[config.mk]
export PLATFORM = sky130hd
export DESIGN_NAME = wb_mem_stream_writer_flat
export DESIGN_NICKNAME = d
export VERILOG_FILES = /design/src/rtl/wb_mem_stream_writer_if.sv /design/src/rtl/wb_mem_stream_writer.sv /design/src/flat_wrapper.sv
export SDC_FILE = /design/constraint.sdc
export NUM_CORES = 2
export LEC_CHECK = 0
export ABC_AREA = 1
export BUFFER_PORTS_ARGS = -buffer_cell sky130_fd_sc_hd__buf_2
export CELL_PAD_IN_SITES_DETAIL_PLACEMENT = 1
export CELL_PAD_IN_SITES_GLOBAL_PLACEMENT = 1
export CORE_MARGIN = 2
export CORE_UTILIZATION = 27
export CTS_BUF_LIST = sky130_fd_sc_hd__clkbuf_8
export DETAILED_ROUTE_END_ITERATION = 8
export PLACE_DENSITY = 0.53
export SETUP_SLACK_MARGIN = 0.2
export SYNTH_ARGS = -nofsm -noshare
export SYNTH_HDL_FRONTEND = slang
export SYNTH_SLANG_ARGS = --single-unit
[constraint.sdc]
create_clock -name clk -period 5.8 [get_ports clk]
set_clock_uncertainty 0.1 [all_clocks]
set_input_delay 1.16 -clock clk [delete_from_list [all_inputs] [get_ports clk]]
set_output_delay 1.16 -clock clk [all_outputs]
set_load 0.005 [all_outputs]
[src/rtl/wb_mem_stream_writer_if.sv]
// Bus bundle for wb_mem_stream_writer: Wishbone memory master,
// Wishbone config slave and the outgoing valid/ready stream.
interface wb_mem_stream_writer_if #(
    parameter int WB_AW = 32,
    parameter int WB_DW = 32
);
    logic [WB_AW-1:0]   wbm_adr_o;
    logic [WB_DW-1:0]   wbm_dat_o;
    logic [WB_DW/8-1:0] wbm_sel_o;
    logic               wbm_we_o;
    logic               wbm_cyc_o;
    logic               wbm_stb_o;
    logic [2:0]         wbm_cti_o;
    logic [1:0]         wbm_bte_o;
    logic [WB_DW-1:0]   wbm_dat_i;
    logic               wbm_ack_i;
    logic               wbm_err_i;
    logic               wbm_rty_i;

    logic [WB_DW-1:0]   stream_m_data_o;
    logic               stream_m_valid_o;
    logic               stream_m_ready_i;

    logic [WB_AW-1:0]   wbs_adr_i;
    logic [WB_DW-1:0]   wbs_dat_i;
    logic [WB_DW/8-1:0] wbs_sel_i;
    logic               wbs_we_i;
    logic               wbs_cyc_i;
    logic               wbs_stb_i;
    logic [2:0]         wbs_cti_i;
    logic [1:0]         wbs_bte_i;
    logic [WB_DW-1:0]   wbs_dat_o;
    logic               wbs_ack_o;
    logic               wbs_err_o;
    logic               wbs_rty_o;

    modport master (
        output wbm_adr_o, wbm_dat_o, wbm_sel_o, wbm_we_o,
        output wbm_cyc_o, wbm_stb_o, wbm_cti_o, wbm_bte_o,
        input  wbm_dat_i, wbm_ack_i, wbm_err_i, wbm_rty_i,
        output stream_m_data_o, stream_m_valid_o,
        input  stream_m_ready_i,
        input  wbs_adr_i, wbs_dat_i, wbs_sel_i, wbs_we_i,
        input  wbs_cyc_i, wbs_stb_i, wbs_cti_i, wbs_bte_i,
        output wbs_dat_o, wbs_ack_o, wbs_err_o, wbs_rty_o
    );

    modport slave (
        input  wbm_adr_o, wbm_dat_o, wbm_sel_o, wbm_we_o,
        input  wbm_cyc_o, wbm_stb_o, wbm_cti_o, wbm_bte_o,
        output wbm_dat_i, wbm_ack_i, wbm_err_i, wbm_rty_i,
        input  stream_m_data_o, stream_m_valid_o,
        output stream_m_ready_i,
        output wbs_adr_i, wbs_dat_i, wbs_sel_i, wbs_we_i,
        output wbs_cyc_i, wbs_stb_i, wbs_cti_i, wbs_bte_i,
        input  wbs_dat_o, wbs_ack_o, wbs_err_o, wbs_rty_o
    );
endinterface

[src/rtl/wb_mem_stream_writer.sv]
// Wishbone burst reader: fetches a memory buffer and streams it out
// through a first-word-fall-through FIFO, programmed over a config slave.
module wb_mem_stream_writer #(
    parameter int WB_AW         = 32,
    parameter int WB_DW         = 32,
    parameter int FIFO_AW       = 5,
    parameter int MAX_BURST_LEN = 128
) (
    input  logic                  clk,
    input  logic                  rst,
    wb_mem_stream_writer_if.master io_bus
);
    localparam int WSB    = WB_DW / 8;
    localparam int WSB_SH = $clog2(WSB);
    localparam int BCW    = $clog2(MAX_BURST_LEN) + 1;
    localparam logic [FIFO_AW:0] DEPTH_W = (FIFO_AW+1)'(1 << FIFO_AW);
    localparam logic [2:0] CTI_INC = 3'b010;
    localparam logic [2:0] CTI_EOB = 3'b111;

    typedef enum logic [1:0] {S_IDLE, S_WAIT, S_BURST} state_t;

    state_t             r_state;
    logic               r_wbs_ack;
    logic [WB_DW-1:0]   r_wbs_dat;
    logic [WB_AW-1:0]   r_start_adr;
    logic [WB_DW-1:0]   r_buf_size;
    logic [WB_DW-1:0]   r_burst_size;
    logic               r_start;
    logic               r_busy;
    logic               r_error;
    logic [WB_AW-1:0]   r_adr;
    logic [WB_DW-1:0]   r_remaining;
    logic [BCW-1:0]     r_beats;
    logic               r_cyc;
    logic [2:0]         r_cti;

    logic [WB_DW-1:0]   r_mem [1 << FIFO_AW];
    logic [FIFO_AW-1:0] r_wr_ptr;
    logic [FIFO_AW-1:0] r_rd_ptr;
    logic [FIFO_AW:0]   r_count;

    logic               w_wbs_req;
    logic [WB_DW-1:0]   w_rd_data;
    logic [WB_DW-1:0]   w_words;
    logic [WB_DW-1:0]   w_bsz;
    logic [WB_DW-1:0]   w_len_full;
    logic [BCW-1:0]     w_len;
    logic [FIFO_AW:0]   w_free;
    logic               w_room;
    logic               w_push;
    logic               w_pop;
    logic               w_unused;

    assign w_wbs_req = io_bus.wbs_cyc_i & io_bus.wbs_stb_i & ~r_wbs_ack;
    assign w_words   = r_buf_size >> WSB_SH;
    assign w_free    = DEPTH_W - r_count;
    assign w_push    = (r_state == S_BURST) & io_bus.wbm_ack_i
                     & ~io_bus.wbm_err_i;
    assign w_pop     = io_bus.stream_m_valid_o & io_bus.stream_m_ready_i;

    always_comb begin
        w_rd_data = '0;
        unique case (io_bus.wbs_adr_i[3:2])
            2'd0: w_rd_data = WB_DW'({r_error, r_busy});
            2'd1: w_rd_data = WB_DW'(r_start_adr);
            2'd2: w_rd_data = r_buf_size;
            2'd3: w_rd_data = r_burst_size;
        endcase
    end

    // A zero or oversize burst size is clamped so the FSM cannot stall.
    always_comb begin
        w_bsz = r_burst_size;
        if (w_bsz == '0)
            w_bsz = WB_DW'(1);
        else if (w_bsz > WB_DW'(MAX_BURST_LEN))
            w_bsz = WB_DW'(MAX_BURST_LEN);
        w_len_full = (r_remaining < w_bsz) ? r_remaining : w_bsz;
    end

    assign w_len  = w_len_full[BCW-1:0];
    assign w_room = WB_DW'(w_free) >= w_len_full;

    always_ff @(posedge clk or negedge rst) begin
        if (!rst) begin
            r_wbs_ack    <= 1'b0;
            r_wbs_dat    <= '0;
            r_start_adr  <= '0;
            r_buf_size   <= '0;
            r_burst_size <= '0;
            r_start      <= 1'b0;
        end else begin
            r_wbs_ack <= w_wbs_req;
            r_start   <= 1'b0;
            if (w_wbs_req) begin
                if (io_bus.wbs_we_i) begin
                    unique case (io_bus.wbs_adr_i[3:2])
                        2'd0: r_start      <= io_bus.wbs_dat_i[0];
                        2'd1: r_start_adr  <= WB_AW'(io_bus.wbs_dat_i);
                        2'd2: r_buf_size   <= io_bus.wbs_dat_i;
                        2'd3: r_burst_size <= io_bus.wbs_dat_i;
                    endcase
                end else begin
                    r_wbs_dat <= w_rd_data;
                end
            end
        end
    end

    always_ff @(posedge clk or negedge rst) begin
        if (!rst) begin
            r_state     <= S_IDLE;
            r_busy      <= 1'b0;
            r_error     <= 1'b0;
            r_adr       <= '0;
            r_remaining <= '0;
            r_beats     <= '0;
            r_cyc       <= 1'b0;
            r_cti       <= '0;
        end else begin
            unique case (r_state)
                S_IDLE: begin
                    if (r_start) begin
                        r_error <= 1'b0;
                        if (w_words != '0) begin
                            r_adr       <= r_start_adr;
                            r_remaining <= w_words;
                            r_busy      <= 1'b1;
                            r_state     <= S_WAIT;
                        end
                    end
                end
                S_WAIT: begin
                    if (r_remaining != '0 && w_room) begin
                        r_cyc   <= 1'b1;
                        r_beats <= w_len;
                        r_cti   <= (w_len == BCW'(1)) ? CTI_EOB : CTI_INC;
                        r_state <= S_BURST;
                    end
                end
                S_BURST: begin
                    if (io_bus.wbm_err_i) begin
                        r_cyc   <= 1'b0;
                        r_cti   <= '0;
                        r_error <= 1'b1;
                        r_busy  <= 1'b0;
                        r_state <= S_IDLE;
                    end else if (io_bus.wbm_ack_i) begin
                        r_adr       <= r_adr + WB_AW'(WSB);
                        r_remaining <= r_remaining - WB_DW'(1);
                        r_beats     <= r_beats - BCW'(1);
                        if (r_beats == BCW'(1)) begin
                            r_cyc <= 1'b0;
                            r_cti <= '0;
                            if (r_remaining == WB_DW'(1)) begin
                                r_busy  <= 1'b0;
                                r_state <= S_IDLE;
                            end else begin
                                r_state <= S_WAIT;
                            end
                        end else if (r_beats == BCW'(2)) begin
                            r_cti <= CTI_EOB;
                        end
                    end
                end
                default: r_state <= S_IDLE;
            endcase
        end
    end

    always_ff @(posedge clk) begin
        if (w_push)
            r_mem[r_wr_ptr] <= io_bus.wbm_dat_i;
    end

    always_ff @(posedge clk or negedge rst) begin
        if (!rst) begin
            r_wr_ptr <= '0;
            r_rd_ptr <= '0;
            r_count  <= '0;
        end else begin
            if (w_push)
                r_wr_ptr <= r_wr_ptr + FIFO_AW'(1);
            if (w_pop)
                r_rd_ptr <= r_rd_ptr + FIFO_AW'(1);
            r_count <= r_count + (FIFO_AW+1)'(w_push)
                               - (FIFO_AW+1)'(w_pop);
        end
    end

    assign io_bus.wbm_adr_o = r_adr;
    assign io_bus.wbm_dat_o = '0;
    assign io_bus.wbm_sel_o = '1;
    assign io_bus.wbm_we_o  = 1'b0;
    assign io_bus.wbm_cyc_o = r_cyc;
    assign io_bus.wbm_stb_o = r_cyc;
    assign io_bus.wbm_cti_o = r_cti;
    assign io_bus.wbm_bte_o = 2'b00;

    assign io_bus.stream_m_data_o  = r_mem[r_rd_ptr];
    assign io_bus.stream_m_valid_o = (r_count != '0);

    assign io_bus.wbs_dat_o = r_wbs_dat;
    assign io_bus.wbs_ack_o = r_wbs_ack;
    assign io_bus.wbs_err_o = 1'b0;
    assign io_bus.wbs_rty_o = 1'b0;

    assign w_unused = ^{io_bus.wbs_sel_i, io_bus.wbs_cti_i,
                        io_bus.wbs_bte_i, io_bus.wbm_rty_i,
                        io_bus.wbs_adr_i[WB_AW-1:4],
                        io_bus.wbs_adr_i[1:0]};
endmodule

[src/flat_wrapper.sv]
// flat-port wrapper written by rule: the top's interface ports become plain ports
module wb_mem_stream_writer_flat 
#(
    parameter int WB_AW         = 32,
    parameter int WB_DW         = 32,
    parameter int FIFO_AW       = 5,
    parameter int MAX_BURST_LEN = 128
)
  (clk, rst, io_bus_wbm_adr_o, io_bus_wbm_dat_o, io_bus_wbm_sel_o, io_bus_wbm_we_o, io_bus_wbm_cyc_o, io_bus_wbm_stb_o, io_bus_wbm_cti_o, io_bus_wbm_bte_o, io_bus_wbm_dat_i, io_bus_wbm_ack_i, io_bus_wbm_err_i, io_bus_wbm_rty_i, io_bus_stream_m_data_o, io_bus_stream_m_valid_o, io_bus_stream_m_ready_i, io_bus_wbs_adr_i, io_bus_wbs_dat_i, io_bus_wbs_sel_i, io_bus_wbs_we_i, io_bus_wbs_cyc_i, io_bus_wbs_stb_i, io_bus_wbs_cti_i, io_bus_wbs_bte_i, io_bus_wbs_dat_o, io_bus_wbs_ack_o, io_bus_wbs_err_o, io_bus_wbs_rty_o);
  wb_mem_stream_writer_if #(.WB_AW(WB_AW), .WB_DW(WB_DW)) io_bus_i ();
  input  logic clk;
  input  logic rst;
  output wire logic [$bits(io_bus_i.wbm_adr_o)-1:0] io_bus_wbm_adr_o;
  output wire logic [$bits(io_bus_i.wbm_dat_o)-1:0] io_bus_wbm_dat_o;
  output wire logic [$bits(io_bus_i.wbm_sel_o)-1:0] io_bus_wbm_sel_o;
  output wire logic [$bits(io_bus_i.wbm_we_o)-1:0] io_bus_wbm_we_o;
  output wire logic [$bits(io_bus_i.wbm_cyc_o)-1:0] io_bus_wbm_cyc_o;
  output wire logic [$bits(io_bus_i.wbm_stb_o)-1:0] io_bus_wbm_stb_o;
  output wire logic [$bits(io_bus_i.wbm_cti_o)-1:0] io_bus_wbm_cti_o;
  output wire logic [$bits(io_bus_i.wbm_bte_o)-1:0] io_bus_wbm_bte_o;
  input wire logic [$bits(io_bus_i.wbm_dat_i)-1:0] io_bus_wbm_dat_i;
  input wire logic [$bits(io_bus_i.wbm_ack_i)-1:0] io_bus_wbm_ack_i;
  input wire logic [$bits(io_bus_i.wbm_err_i)-1:0] io_bus_wbm_err_i;
  input wire logic [$bits(io_bus_i.wbm_rty_i)-1:0] io_bus_wbm_rty_i;
  output wire logic [$bits(io_bus_i.stream_m_data_o)-1:0] io_bus_stream_m_data_o;
  output wire logic [$bits(io_bus_i.stream_m_valid_o)-1:0] io_bus_stream_m_valid_o;
  input wire logic [$bits(io_bus_i.stream_m_ready_i)-1:0] io_bus_stream_m_ready_i;
  input wire logic [$bits(io_bus_i.wbs_adr_i)-1:0] io_bus_wbs_adr_i;
  input wire logic [$bits(io_bus_i.wbs_dat_i)-1:0] io_bus_wbs_dat_i;
  input wire logic [$bits(io_bus_i.wbs_sel_i)-1:0] io_bus_wbs_sel_i;
  input wire logic [$bits(io_bus_i.wbs_we_i)-1:0] io_bus_wbs_we_i;
  input wire logic [$bits(io_bus_i.wbs_cyc_i)-1:0] io_bus_wbs_cyc_i;
  input wire logic [$bits(io_bus_i.wbs_stb_i)-1:0] io_bus_wbs_stb_i;
  input wire logic [$bits(io_bus_i.wbs_cti_i)-1:0] io_bus_wbs_cti_i;
  input wire logic [$bits(io_bus_i.wbs_bte_i)-1:0] io_bus_wbs_bte_i;
  output wire logic [$bits(io_bus_i.wbs_dat_o)-1:0] io_bus_wbs_dat_o;
  output wire logic [$bits(io_bus_i.wbs_ack_o)-1:0] io_bus_wbs_ack_o;
  output wire logic [$bits(io_bus_i.wbs_err_o)-1:0] io_bus_wbs_err_o;
  output wire logic [$bits(io_bus_i.wbs_rty_o)-1:0] io_bus_wbs_rty_o;
  assign io_bus_wbm_adr_o = io_bus_i.wbm_adr_o;
  assign io_bus_wbm_dat_o = io_bus_i.wbm_dat_o;
  assign io_bus_wbm_sel_o = io_bus_i.wbm_sel_o;
  assign io_bus_wbm_we_o = io_bus_i.wbm_we_o;
  assign io_bus_wbm_cyc_o = io_bus_i.wbm_cyc_o;
  assign io_bus_wbm_stb_o = io_bus_i.wbm_stb_o;
  assign io_bus_wbm_cti_o = io_bus_i.wbm_cti_o;
  assign io_bus_wbm_bte_o = io_bus_i.wbm_bte_o;
  assign io_bus_i.wbm_dat_i = io_bus_wbm_dat_i;
  assign io_bus_i.wbm_ack_i = io_bus_wbm_ack_i;
  assign io_bus_i.wbm_err_i = io_bus_wbm_err_i;
  assign io_bus_i.wbm_rty_i = io_bus_wbm_rty_i;
  assign io_bus_stream_m_data_o = io_bus_i.stream_m_data_o;
  assign io_bus_stream_m_valid_o = io_bus_i.stream_m_valid_o;
  assign io_bus_i.stream_m_ready_i = io_bus_stream_m_ready_i;
  assign io_bus_i.wbs_adr_i = io_bus_wbs_adr_i;
  assign io_bus_i.wbs_dat_i = io_bus_wbs_dat_i;
  assign io_bus_i.wbs_sel_i = io_bus_wbs_sel_i;
  assign io_bus_i.wbs_we_i = io_bus_wbs_we_i;
  assign io_bus_i.wbs_cyc_i = io_bus_wbs_cyc_i;
  assign io_bus_i.wbs_stb_i = io_bus_wbs_stb_i;
  assign io_bus_i.wbs_cti_i = io_bus_wbs_cti_i;
  assign io_bus_i.wbs_bte_i = io_bus_wbs_bte_i;
  assign io_bus_wbs_dat_o = io_bus_i.wbs_dat_o;
  assign io_bus_wbs_ack_o = io_bus_i.wbs_ack_o;
  assign io_bus_wbs_err_o = io_bus_i.wbs_err_o;
  assign io_bus_wbs_rty_o = io_bus_i.wbs_rty_o;
  wb_mem_stream_writer #(.WB_AW(WB_AW), .WB_DW(WB_DW), .FIFO_AW(FIFO_AW), .MAX_BURST_LEN(MAX_BURST_LEN)) u_core (.clk(clk), .rst(rst), .io_bus(io_bus_i));
endmodule
==> flow_metrics.env <==
export IMPL_vdd_drop_max_mv=0.351
export IMPL_setup_ws_ns=0.626
export IMPL_pre_cts_ws_ns=1.07
export IMPL_avgRoutedWirePerCell_microns=23.6
export IMPL_p_leak_nw=21.8
export IMPL_post_drt_via_cell_ratio=4.91
export IMPL_drt_iter0_drc=2755
export IMPL_core_area_sq_mm=0.193
export IMPL_synth_cell_types=53
export IMPL_fin_total_pwr_w=0.0276
export IMPL_crit_fanout=52
export IMPL_p_per_area_mw_per_mm2=452
export IMPL_fin_cells=7479
export IMPL_period_minus_slack_ns=5.17
export IMPL_die_area_sq_mm=0.198
export IMPL_initial_core_util_pct=27.2
export IMPL_syn_to_final_growth_pct=16.1
export IMPL_port_buffers=176
export IMPL_die_width_microns=445
export IMPL_drc_errors=0
export IMPL_drive_gt1_share_pct=13.0
export IMPL_grt_ovfl_total=0
export IMPL_hold_viol_final=0
export IMPL_numCtsBuffers=221
export IMPL_max_clock_path_buffers=3
export IMPL_nets=4949
export IMPL_cp_arrival_ns=3.91
export IMPL_ctsResizeCount=0
export IMPL_antenna_found_initial=22
export IMPL_grt_pass1_vias=37580
export IMPL_root_buffer="clkbuf_8"
export IMPL_rsz0062_at_grt="false"
export IMPL_finalSetupViolations=0
export IMPL_status="completed"
export IMPL_final_cell_mix="1,024 x edfxtp_1, 777 x o21ai_0, 646 x nor2_1"
export IMPL_final_common_cell="edfxtp_1"
export IMPL_synth_seq_area_share_pct=69.3
export IMPL_multi_input_area_sq_mm=0.0144
export IMPL_hp_class="primary input to asynchronous set/reset pin"
export IMPL_finalCritPeriodShare_pct=89.2
export IMPL_grt_first_pass_wirelength_microns=259000
export IMPL_crit_type="flip-flop to output pin"
export IMPL_place_inst=7078
export IMPL_end_kind="output pin"
export IMPL_synth_edf_count=1024
export IMPL_cts_tree="done"
export IMPL_die_height_microns=445
export IMPL_io_pins=258
export IMPL_clkLatencyLatePin_ns=0.97
export IMPL_cts_sinks=1249
export IMPL_vias=36753
export IMPL_relSlewSlack_pct=36.1
export IMPL_path_clk_slew_ns=0.06
export IMPL_worst_pin_slew_ns=0.959
export IMPL_synthCells=4528
export IMPL_synth_seq_cells=1249
export IMPL_drt_first_pass_iters=5
export IMPL_ys_flop_type="edfxtp_1"
export IMPL_cts_hold_fix_buffers=0
export IMPL_rows=161
export IMPL_max_freq_mhz=193
export IMPL_grtUsageTotal_pct=17.6
export IMPL_h_tree_depth=4
export IMPL_ant_nets=0
export IMPL_required_ns=4.54
export IMPL_drv_cap=0
export IMPL_final_util_pct=31.6
export IMPL_yosysWarnings=0
export IMPL_netlist_area_sq_mm=0.0525
export IMPL_async_flop_share_pct=18.0
export IMPL_fillers=21335
export IMPL_grt_max_degree=171
export IMPL_seqCellArea_sq_mm=0.0364
export IMPL_gp_routability_congestion=0.777
export IMPL_slew_violations=0
export IMPL_post_cts_buffers=0
export IMPL_drt_wl_total_microns=177000
export IMPL_syn_area_per_cell_sq_um=11.6
export IMPL_start_kind="flip-flop"
export IMPL_dp_hpwl_microns=104000
export IMPL_fin_setup_tns_ns=0
## where the power goes
group | leakage, nW | switching, W | total (W) | internal [W]
combinational | 7.35 | 0.00621 | 0.00893 | 0.00273
sequential | 12.1 | 0.000672 | 0.0108 | 0.0102
clock | 2.37 | 0.00384 | 0.00779 | 0.00395
## routing by layer
| layer | global-route usage [%] | part of all wire, % | vias to the layer above |
|---|---|---|---|
| met5 | 0 | 0.025 | - |
| met4 | 4.60 | 2.0 | 6 |
| met3 | 2.61 | 4.0 | 253 |
| met2 | 29.6 | 48 | 787 |
| met1 | 23.8 | 45 | 18942 |
| li1 | - | - | 16765 |
## worst max-delay path: stages (launching register included)
cell and delay, ns:
dfrtp_4 0.78, inv_2 0.77, o221ai_1 0.26, nand3_1 0.13, nand3_1 0.09, o21ai_0 0.60
inv_1 0.13, buf_2 0.16
## Yosys cell counts (all sizes together) (4+ instances only)
library cell,n,area (sq um)
o211ai,37,278
ha,59,738
o221ai,99,867
nand2,483,1860
o21a,4,30.0
nor2,680,2550
nor4,15,113
edfxtp,1024,30700
a21oi,91,463
clkbuf,253,950
o21ai,795,4010
a221oi,8,70.1
xnor2,4,35.0
nand3,113,566
xor2,48,420
nand4,56,365
inv,235,882
dfrtp,225,5630
buf,63,413
o22ai,174,1090
nor3,26,150
## state kept, by name (all words and copies together), names as in the netlist
| name | cells |
|---|---|
| u_core.io_bus.wbs_ack_o | 1 |
| u_core.r_buf_size | 32 |
| u_core.r_error | 1 |
| u_core.r_count | 6 |
| u_core.io_bus.wbm_cti_o | 2 |
| u_core.r_mem | 1024 |
| u_core.r_wr_ptr | 5 |
| u_core.io_bus.wbm_adr_o | 32 |
| u_core.r_busy | 1 |
| u_core.r_start | 1 |
| u_core.r_burst_size | 32 |
| u_core.r_rd_ptr | 5 |
| u_core.io_bus.wbs_dat_o | 32 |
| u_core.r_beats | 8 |
| u_core.io_bus.wbm_cyc_o | 1 |
| u_core.r_state | 2 |
| u_core.r_remaining | 32 |
| u_core.r_start_adr | 32 |
## cell families after synthesis
family                     Yosys count  synth area share (%)
xor gates and xnor gates            52                 0.867
and+or+nand+nor                   1382                  10.8
other                                2                0.0143
AOI/OAI and AO/OA                 1228                  13.3
adders and majority gates           60                  1.44
DFF                               1249                  69.3
buffers and inverters              554                  4.30
muxes                                1                0.0214
## worst paths after layout
check / start / slack [ns] / depth (start not counted) / to
max: u_core.r_rd_ptr[2] / 0.63 / 7 / io_bus_stream_m_data_o[17]
min: rst / 0.15 / 1 / u_core.r_burst_size[24]
max reg2reg: u_core.r_burst_size[21] / 1.05 / 31 / u_core.r_beats[6]
min reg2reg: u_core.r_start_adr[8] / 0.39 / 2 / u_core.r_start_adr[8]
max in group asynchronous: rst / 4.36 / 2 / u_core.io_bus.wbm_cyc_o
min in group clk: u_core.r_start_adr[8] / 0.39 / 2 / u_core.r_start_adr[8]
## stage by stage
stage | hold slack, ns | area (sq um)
3_5_place_dp | 0.371 | 56800
4_1_cts | 0.0927 | 60900
3_3_place_gp | 0.365 | 56800
6_report | 0.150 | 60900
2_1_floorplan | 0.353 | 52700
5_1_grt | 0.160 | 60900
## layout make-up
| type | instances | area share (%) |
|---|---|---|
| diodes | 7 | 0.0287 |
| clock buffers | 230 | 5.19 |
| clock inverters | 164 | 1.55 |
| inverters | 238 | 1.50 |
| multi-input cells | 2788 | 23.6 |
| flip-flops and latches | 1249 | 59.7 |
| well taps | 2526 | 5.19 |
| repair buffers | 277 | 3.22 |
No activity file was read; power rests on OpenSTA's default activity.
